<file path="src/rtl/expr_result_misr.sv">
// Result-bus compactor: folds each accepted vector to 32 bits and accumulates it
// into a MISR over a fixed number of vectors, then holds the signature in DONE.
module expr_result_misr #(
    parameter int unsigned IN_W      = 90,
    parameter int unsigned SIG_W     = 32,
    parameter logic [31:0] POLY      = 32'h04C11DB7,
    parameter logic [31:0] SEED      = 32'hFFFFFFFF,
    parameter int unsigned VEC_COUNT = 256
) (
    input  logic              clk,
    input  logic              rst_n,
    input  logic              start,
    input  logic              in_valid,
    output logic              in_ready,
    input  logic [IN_W-1:0]   y,
    output logic [SIG_W-1:0]  sig_out,
    output logic [15:0]       vec_cnt,
    output logic              busy,
    output logic              done
);

    typedef enum logic [1:0] {
        IDLE = 2'd0,
        RUN  = 2'd1,
        DONE = 2'd2
    } state_t;

    localparam logic [15:0] LAST_CNT = 16'(VEC_COUNT - 1);

    state_t           state;
    logic [95:0]      y_ext;
    logic [31:0]      fold;
    logic [SIG_W-1:0] sig_next;
    logic             accept;

    assign accept = in_valid && in_ready;

    always_comb begin
        y_ext           = '0;
        y_ext[IN_W-1:0] = y;
        fold            = y_ext[31:0] ^ y_ext[63:32] ^ y_ext[95:64];
        sig_next        = {sig_out[SIG_W-2:0], 1'b0}
                        ^ (sig_out[SIG_W-1] ? POLY : '0)
                        ^ fold;
    end

    // Status flags are registered alongside the state so they change on the same edge.
    always_ff @(posedge clk or negedge rst_n) begin
        if (!rst_n) begin
            state    <= IDLE;
            sig_out  <= '0;
            vec_cnt  <= '0;
            in_ready <= 1'b0;
            busy     <= 1'b0;
            done     <= 1'b0;
        end else begin
            case (state)
                IDLE, DONE: begin
                    if (start) begin
                        state    <= RUN;
                        sig_out  <= SEED;
                        vec_cnt  <= '0;
                        in_ready <= 1'b1;
                        busy     <= 1'b1;
                        done     <= 1'b0;
                    end
                end
                RUN: begin
                    if (accept) begin
                        sig_out <= sig_next;
                        vec_cnt <= vec_cnt + 16'd1;
                        if (vec_cnt == LAST_CNT) begin
                            state    <= DONE;
                            in_ready <= 1'b0;
                            busy     <= 1'b0;
                            done     <= 1'b1;
                        end
                    end
                end
                default: begin
                    state    <= IDLE;
                    in_ready <= 1'b0;
                    busy     <= 1'b0;
                    done     <= 1'b0;
                end
            endcase
        end
    end

endmodule

</file>
<file path="config.mk">
export PLATFORM = sky130hd
export DESIGN_NAME = expr_result_misr
export DESIGN_NICKNAME = d
export VERILOG_FILES = /design/src/rtl/expr_result_misr.sv
export SDC_FILE = /design/constraint.sdc
export NUM_CORES = 1
export LEC_CHECK = 0
export ABC_AREA = 1
export BUFFER_PORTS_ARGS = -buffer_cell sky130_fd_sc_hd__buf_4
export CAP_MARGIN = 40
export CORE_MARGIN = 4
export CORE_UTILIZATION = 40
export DETAILED_ROUTE_END_ITERATION = 16
export GPL_TIMING_DRIVEN = 0
export PLACE_DENSITY = 0.71
export SKIP_LAST_GASP = 1
export SLEW_MARGIN = 20
export SYNTH_ARGS = -nofsm -noshare
export SYNTH_HDL_FRONTEND = slang
export SYNTH_SLANG_ARGS = --single-unit
</file>
<file path="constraint.sdc">
create_clock -name clk -period 1.4 [get_ports clk]
set_clock_uncertainty 0.1 [all_clocks]
set_input_delay 0 -clock clk [delete_from_list [all_inputs] [get_ports clk]]
set_output_delay 0 -clock clk [all_outputs]
set_load 0.02 [all_outputs]
</file>
# After elaboration in Yosys (flattened, before gate mapping)
# Index checks and enable logic that the tools add are counted.
# W data, S select, Z words.
word_totals:
  regBits: 52
  latch_bits: 0
  ramBits: 0
  romBits: 0
  input_bits: 94
  out_inout_bits: 51
  wordCells: 41
  memories: 0
op_classes:
  add_sub_neg: 1
  mul: 0
  n_div: 0
  order_cmp: 0
  n_eq_ne: 6
  shifts: 0
  n_mux: 19
  bitwise_logic: 4
  reduce_logical: 6
op_table:
  columns: ["op", "n"]
  rows:
  - ["$mux W32", 2]
  - ["$pmux W32 S2", 1]
  - ["$xor A32 B32 Y32", 2]
  - ["$mux W16", 2]
  - ["$pmux W16 S2", 1]
  - ["$xor A32 B26 Y32", 1]
  - ["$xor A32 B27 Y32", 1]
  - ["$mux W27", 1]
  - ["$add A16 B1 Y16 const B", 1]
  - ["$eq A16 B8 Y1 const B", 1]
  - ["$mux W1", 6]
  - ["$mux W2", 3]
  - ["$ne A2 B2 Y1 const B", 3]
  - ["$reduce_and A3 Y1", 2]
  - ["$pmux W1 S2", 2]
  - ["$pmux W2 S2", 1]
  - ["$eq A2 B1 Y1 const B", 1]
  - ["$eq A2 B2 Y1 const B", 1]
  - ["$logic_not A2 Y1", 1]
  - ["$reduce_bool A2 Y1", 1]
  - ["$reduce_or A2 Y1", 1]
  - ["$logic_and A1 B1 Y1", 1]

# Logic depth before layout (Yosys ltp)
depth:
  ltp_word: 5
  mapped_depth: 9
  ltp_nobuf: 9

# Worst setup path after synthesis
# No wires, ideal clock.
synth_path:
  path_kind: "reg2reg"
  from: "reg vec_cnt[0]"
  to: "reg busy"
  setup_ns: 0.119
  arrival_time_ns: 1.390
  t_required_ns: 1.181
  path_slack_ns: -0.210
  stages_incl_launch_ff: 9
  n_path_buf: 0
  period_less_slack_ns: 1.610
  path_cell_list: "dfrtp_1 > ha_1 > nand2_1 > nor2_1 > nand2_1 > nor2_1 > nand3_1 > nand3b_1 > nand2_1"
synth_between:
  elab_chain_cells: 3
synth_rtl:
  columns: ["item", "line_no", "rtl"]
  rows:
  - ["start, declared", "17", "output logic [15:0] vec_cnt,"]
  - ["start signal, assigned", "71", "vec_cnt <= vec_cnt + 16'd1;"]
  - ["$eq A16 B8 Y1", "72", "if (vec_cnt == LAST_CNT) begin"]
  - ["$ne A2 B2 Y1 (no line)", null, null]
  - ["$reduce_and A3 Y1 (no line)", null, null]
  - ["end signal, assigned", "64", "busy <= 1'b1;"]
  - ["end signal, assigned", "75", "busy <= 1'b0;"]
  - ["end signal, assigned", "83", "busy <= 1'b0;"]
  - ["end, declared", "18", "output logic busy,"]
# No other way between the ends.
# A chain may end at the register's enable or synchronous reset.

# Worst setup path after layout
# Ends and elaborated chain as after synthesis.

==> results.sh <==
export IMPL_status="finished, violations left"
export IMPL_violations="hold timing, setup timing"
export IMPL_nNetsFinal=785
export IMPL_postSynthCellCount=487
export IMPL_drtIter0Drc=137
export IMPL_final_cell_mix="buf_4 (158), nand2_1 (94), nor2_1 (66)"
export IMPL_io_pins=145
export IMPL_start_util_pct=41.6
export IMPL_start_kind="flop"
export IMPL_grt_usage_pct=20.7
export IMPL_die_width_um=101
export IMPL_antenna_left=0
export IMPL_cts_tree="done"
export IMPL_numPlacedInstances=736
export IMPL_ys_warn_count=0
export IMPL_maxSlewViolCount=0
export IMPL_hold_path_class="in2reg"
export IMPL_dr_wl_met3_um=656
export IMPL_num_vias=3927
export IMPL_clkTransAtPathRegs_ns=0.09
export IMPL_synth_area_per_cell_um2=7.12
export IMPL_rows=33
export IMPL_finalCritPeriodShare_pct=106
export IMPL_grt_pass1_wl_um=17000
export IMPL_peakVddDrop_uv=820
export IMPL_drive_above_1_share_pct=41.7
export IMPL_grt_antenna_before_repair=0
export IMPL_grt_max_degree=52
export IMPL_worstPathMaxFanout=4
export IMPL_finalHoldViolations=3
export IMPL_place_congestion=0.867
export IMPL_fin_cells=796
export IMPL_area_growth_syn_to_layout_pct=68.8
export IMPL_fin_crit_ns=1.48
export IMPL_grt_pass1_vias=3669
export IMPL_clockBufferDepth=2
export IMPL_final_common_cell="buf_4"
export IMPL_synth_area_mm2=0.00347
export IMPL_root_buffer="clkbuf_8"
export IMPL_r2r_start="vec_cnt[0]"
export IMPL_numCtsBuffers=5
export IMPL_hold_slack_ns=-0.00522
export IMPL_p_sw_share_pct=45.9
export IMPL_setup_worst_path_end="busy"
export IMPL_worst_pin_slew_ns=0.644
export IMPL_setup_ws_ns=-0.0814
export IMPL_clockPowerShare_pct=8.2
export IMPL_fmax_mhz=675
export IMPL_setup_viol=44
export IMPL_p_int_w=0.00538
export IMPL_synth_top_area_cell="dfrtp_1"
export IMPL_n_antenna_cell=0
export IMPL_routed_wl_um=11800
export IMPL_clk_insertion_delay_late_ns=0.30
export IMPL_routed_via_density=4.93
export IMPL_r2r_slack_ns=-0.08
export IMPL_io_buffers=144
export IMPL_hpwlAfterDp_um=7710
export IMPL_cp_data_required_time_ns=1.50
export IMPL_dieArea_mm2=0.0102
export IMPL_synth_top_area_share_pct=36.8
export IMPL_relSlewSlack_pct=57.0
export IMPL_hold_start="y[72]"
export IMPL_rsz0062_at_grt="true"
export IMPL_ys_seq_area_share_pct=36.8
export IMPL_crit_start="vec_cnt[0]"
export IMPL_final_util_pct=70.2
export IMPL_grt_ovfl_total=0
export IMPL_wl_met1_um=4560
export IMPL_htree_levels=2
export IMPL_ys_types=30
export IMPL_endpoint_kind="flop"
export IMPL_p_per_area_mw_per_mm2=1700
export IMPL_netlist_top_cells_area="dfrtp_1 (37%), nand2_1 (13%), nor2_1 (8.5%), xnor2_1 (7.6%), inv_1 (5.2%)"
export IMPL_worstPathArrival_ns=1.58
export IMPL_routedWlPerCell_um=14.8
export IMPL_p_leak_nw=2.81
export IMPL_drc=0
export IMPL_p_sw_w=0.00457
export IMPL_power_frac_seq_pct=27.1
export IMPL_syn_nets=582
export IMPL_combPwrFrac_pct=64.7
export IMPL_clkSinkCount=51
export IMPL_worstReg2RegEnd="busy"
export IMPL_r2r_cells=8
export IMPL_die_h_um=101
export IMPL_ys_ff_latch=51
export IMPL_pre_cts_ws_ns=-0.223
export IMPL_critPathKind="reg2reg"
export IMPL_top_layer="met4"
export IMPL_coreArea_mm2=0.00834
export IMPL_first_pass_iters=4
export IMPL_cap_violations=0
export IMPL_met2_length_um=6300
-- per-layer routing --
metal  up-vias  track usage [%]
li1       1964                -
met1      1811             25.5
met2       132             37.1
met3        20             3.11
met4         0             6.03
met5         -                0
-- per-stage QoR --
step           TNS (ns)  total power (W)  instance area (µm²)
2_1_floorplan    -0.252          0.00559                 3500
3_3_place_gp      -5.61          0.00727                 4720
3_5_place_dp      -6.46          0.00737                 4720
4_1_cts          -0.403          0.00873                 5300
5_1_grt           -4.88           0.0106                 5850
6_report          -1.52          0.00995                 5850
-- power by group through the flow --
stage	combinational [W]	sequential (W)	clock, W
6_report	0.00643	0.00270	0.000820
3_5_place_dp	0.00469	0.00267	0
5_1_grt	0.00694	0.00279	0.000907
4_1_cts	0.00524	0.00264	0.000851
3_3_place_gp	0.00461	0.00266	0
2_1_floorplan	0.00241	0.00318	0
-- cell usage after synthesis --
cell type and number:
a21oi_1 24, a22o_1 1, and2_1 1, buf_2 4
buf_4 5, buf_6 1, dfrtp_1 51, ha_1 1
inv_1 48, inv_2 2, nand2_1 123, nand2_2 2
nand2_4 3, nand3_1 34, nand3_2 1, nand3b_1 1
nand4_1 8, nor2_1 79, nor2_2 3, nor2_8 1
nor3_1 4, nor3_2 2, o21ai_0 5, o21ai_1 2
o21bai_1 3, o22ai_1 17, o31ai_1 1, or2_2 12
xnor2_1 30, xor2_1 18
-- worst min path at each step --
| stage | endpoint | slack (ns) | depth (start not counted) |
|---|---|---|---|
| finish | sig_out[8] | -0.005 | 6 |
| global route | sig_out[22] | 0.03 | 6 |
| CTS | sig_out[19] | 0.0002 | 5 |
| detailed placement | busy | -0.03 | 1 |
| global placement | busy | -0.02 | 1 |
| floorplan | busy | -0.40 | 0 |
-- registers in the layout, indices dropped and copies added, names as in the netlist --
signal and cells:
busy 1, vec_cnt 16, done 1, sig_out 32, state 1
-- logic make-up after synthesis --
logic type / share of synthesized area [%]
AND/OR/NAND/NOR: 34.7
buffers and inverters: 7.40
AO/OA/AOI/OAI: 8.66
flip-flops: 36.8
XOR/XNOR: 12.1
adder cells (fa/ha/maj): 0.361
-- what timing repair did --
item | in CTS | in global routing
setup endpoints to repair | 48 | 48
cloned | 2 | 5
buffers inserted | 9 | 8
endpoints found under the hold margin | 75 | 0
pin swaps | 15 | 54
gates resized for setup | 38 | 96
hold buffers | 29 | 0
-- area by class of cell --
| type | count | area, µm² |
|---|---|---|
| Buffer | 9 | 116 |
| Clock buffer | 7 | 76.3 |
| Clock inverter | 1 | 5.00 |
| Fill cell | 676 | 2490 |
| Inverter | 50 | 203 |
| Multi-Input combinational cell | 377 | 2380 |
| Sequential cell | 51 | 1280 |
| Tap cell | 105 | 131 |
| Timing Repair Buffer | 196 | 1660 |
-- worst max-delay path: stages, from the launching register on --
cell      delay, ns
dfrtp_2        0.42
ha_4           0.18
nand2_4        0.07
nor2_4         0.11
nand2_2        0.09
nor2_4         0.11
nand3_2        0.12
nand3b_1       0.12
nand2_1        0.05
Note: power is estimated with default switching activity, not from simulation.
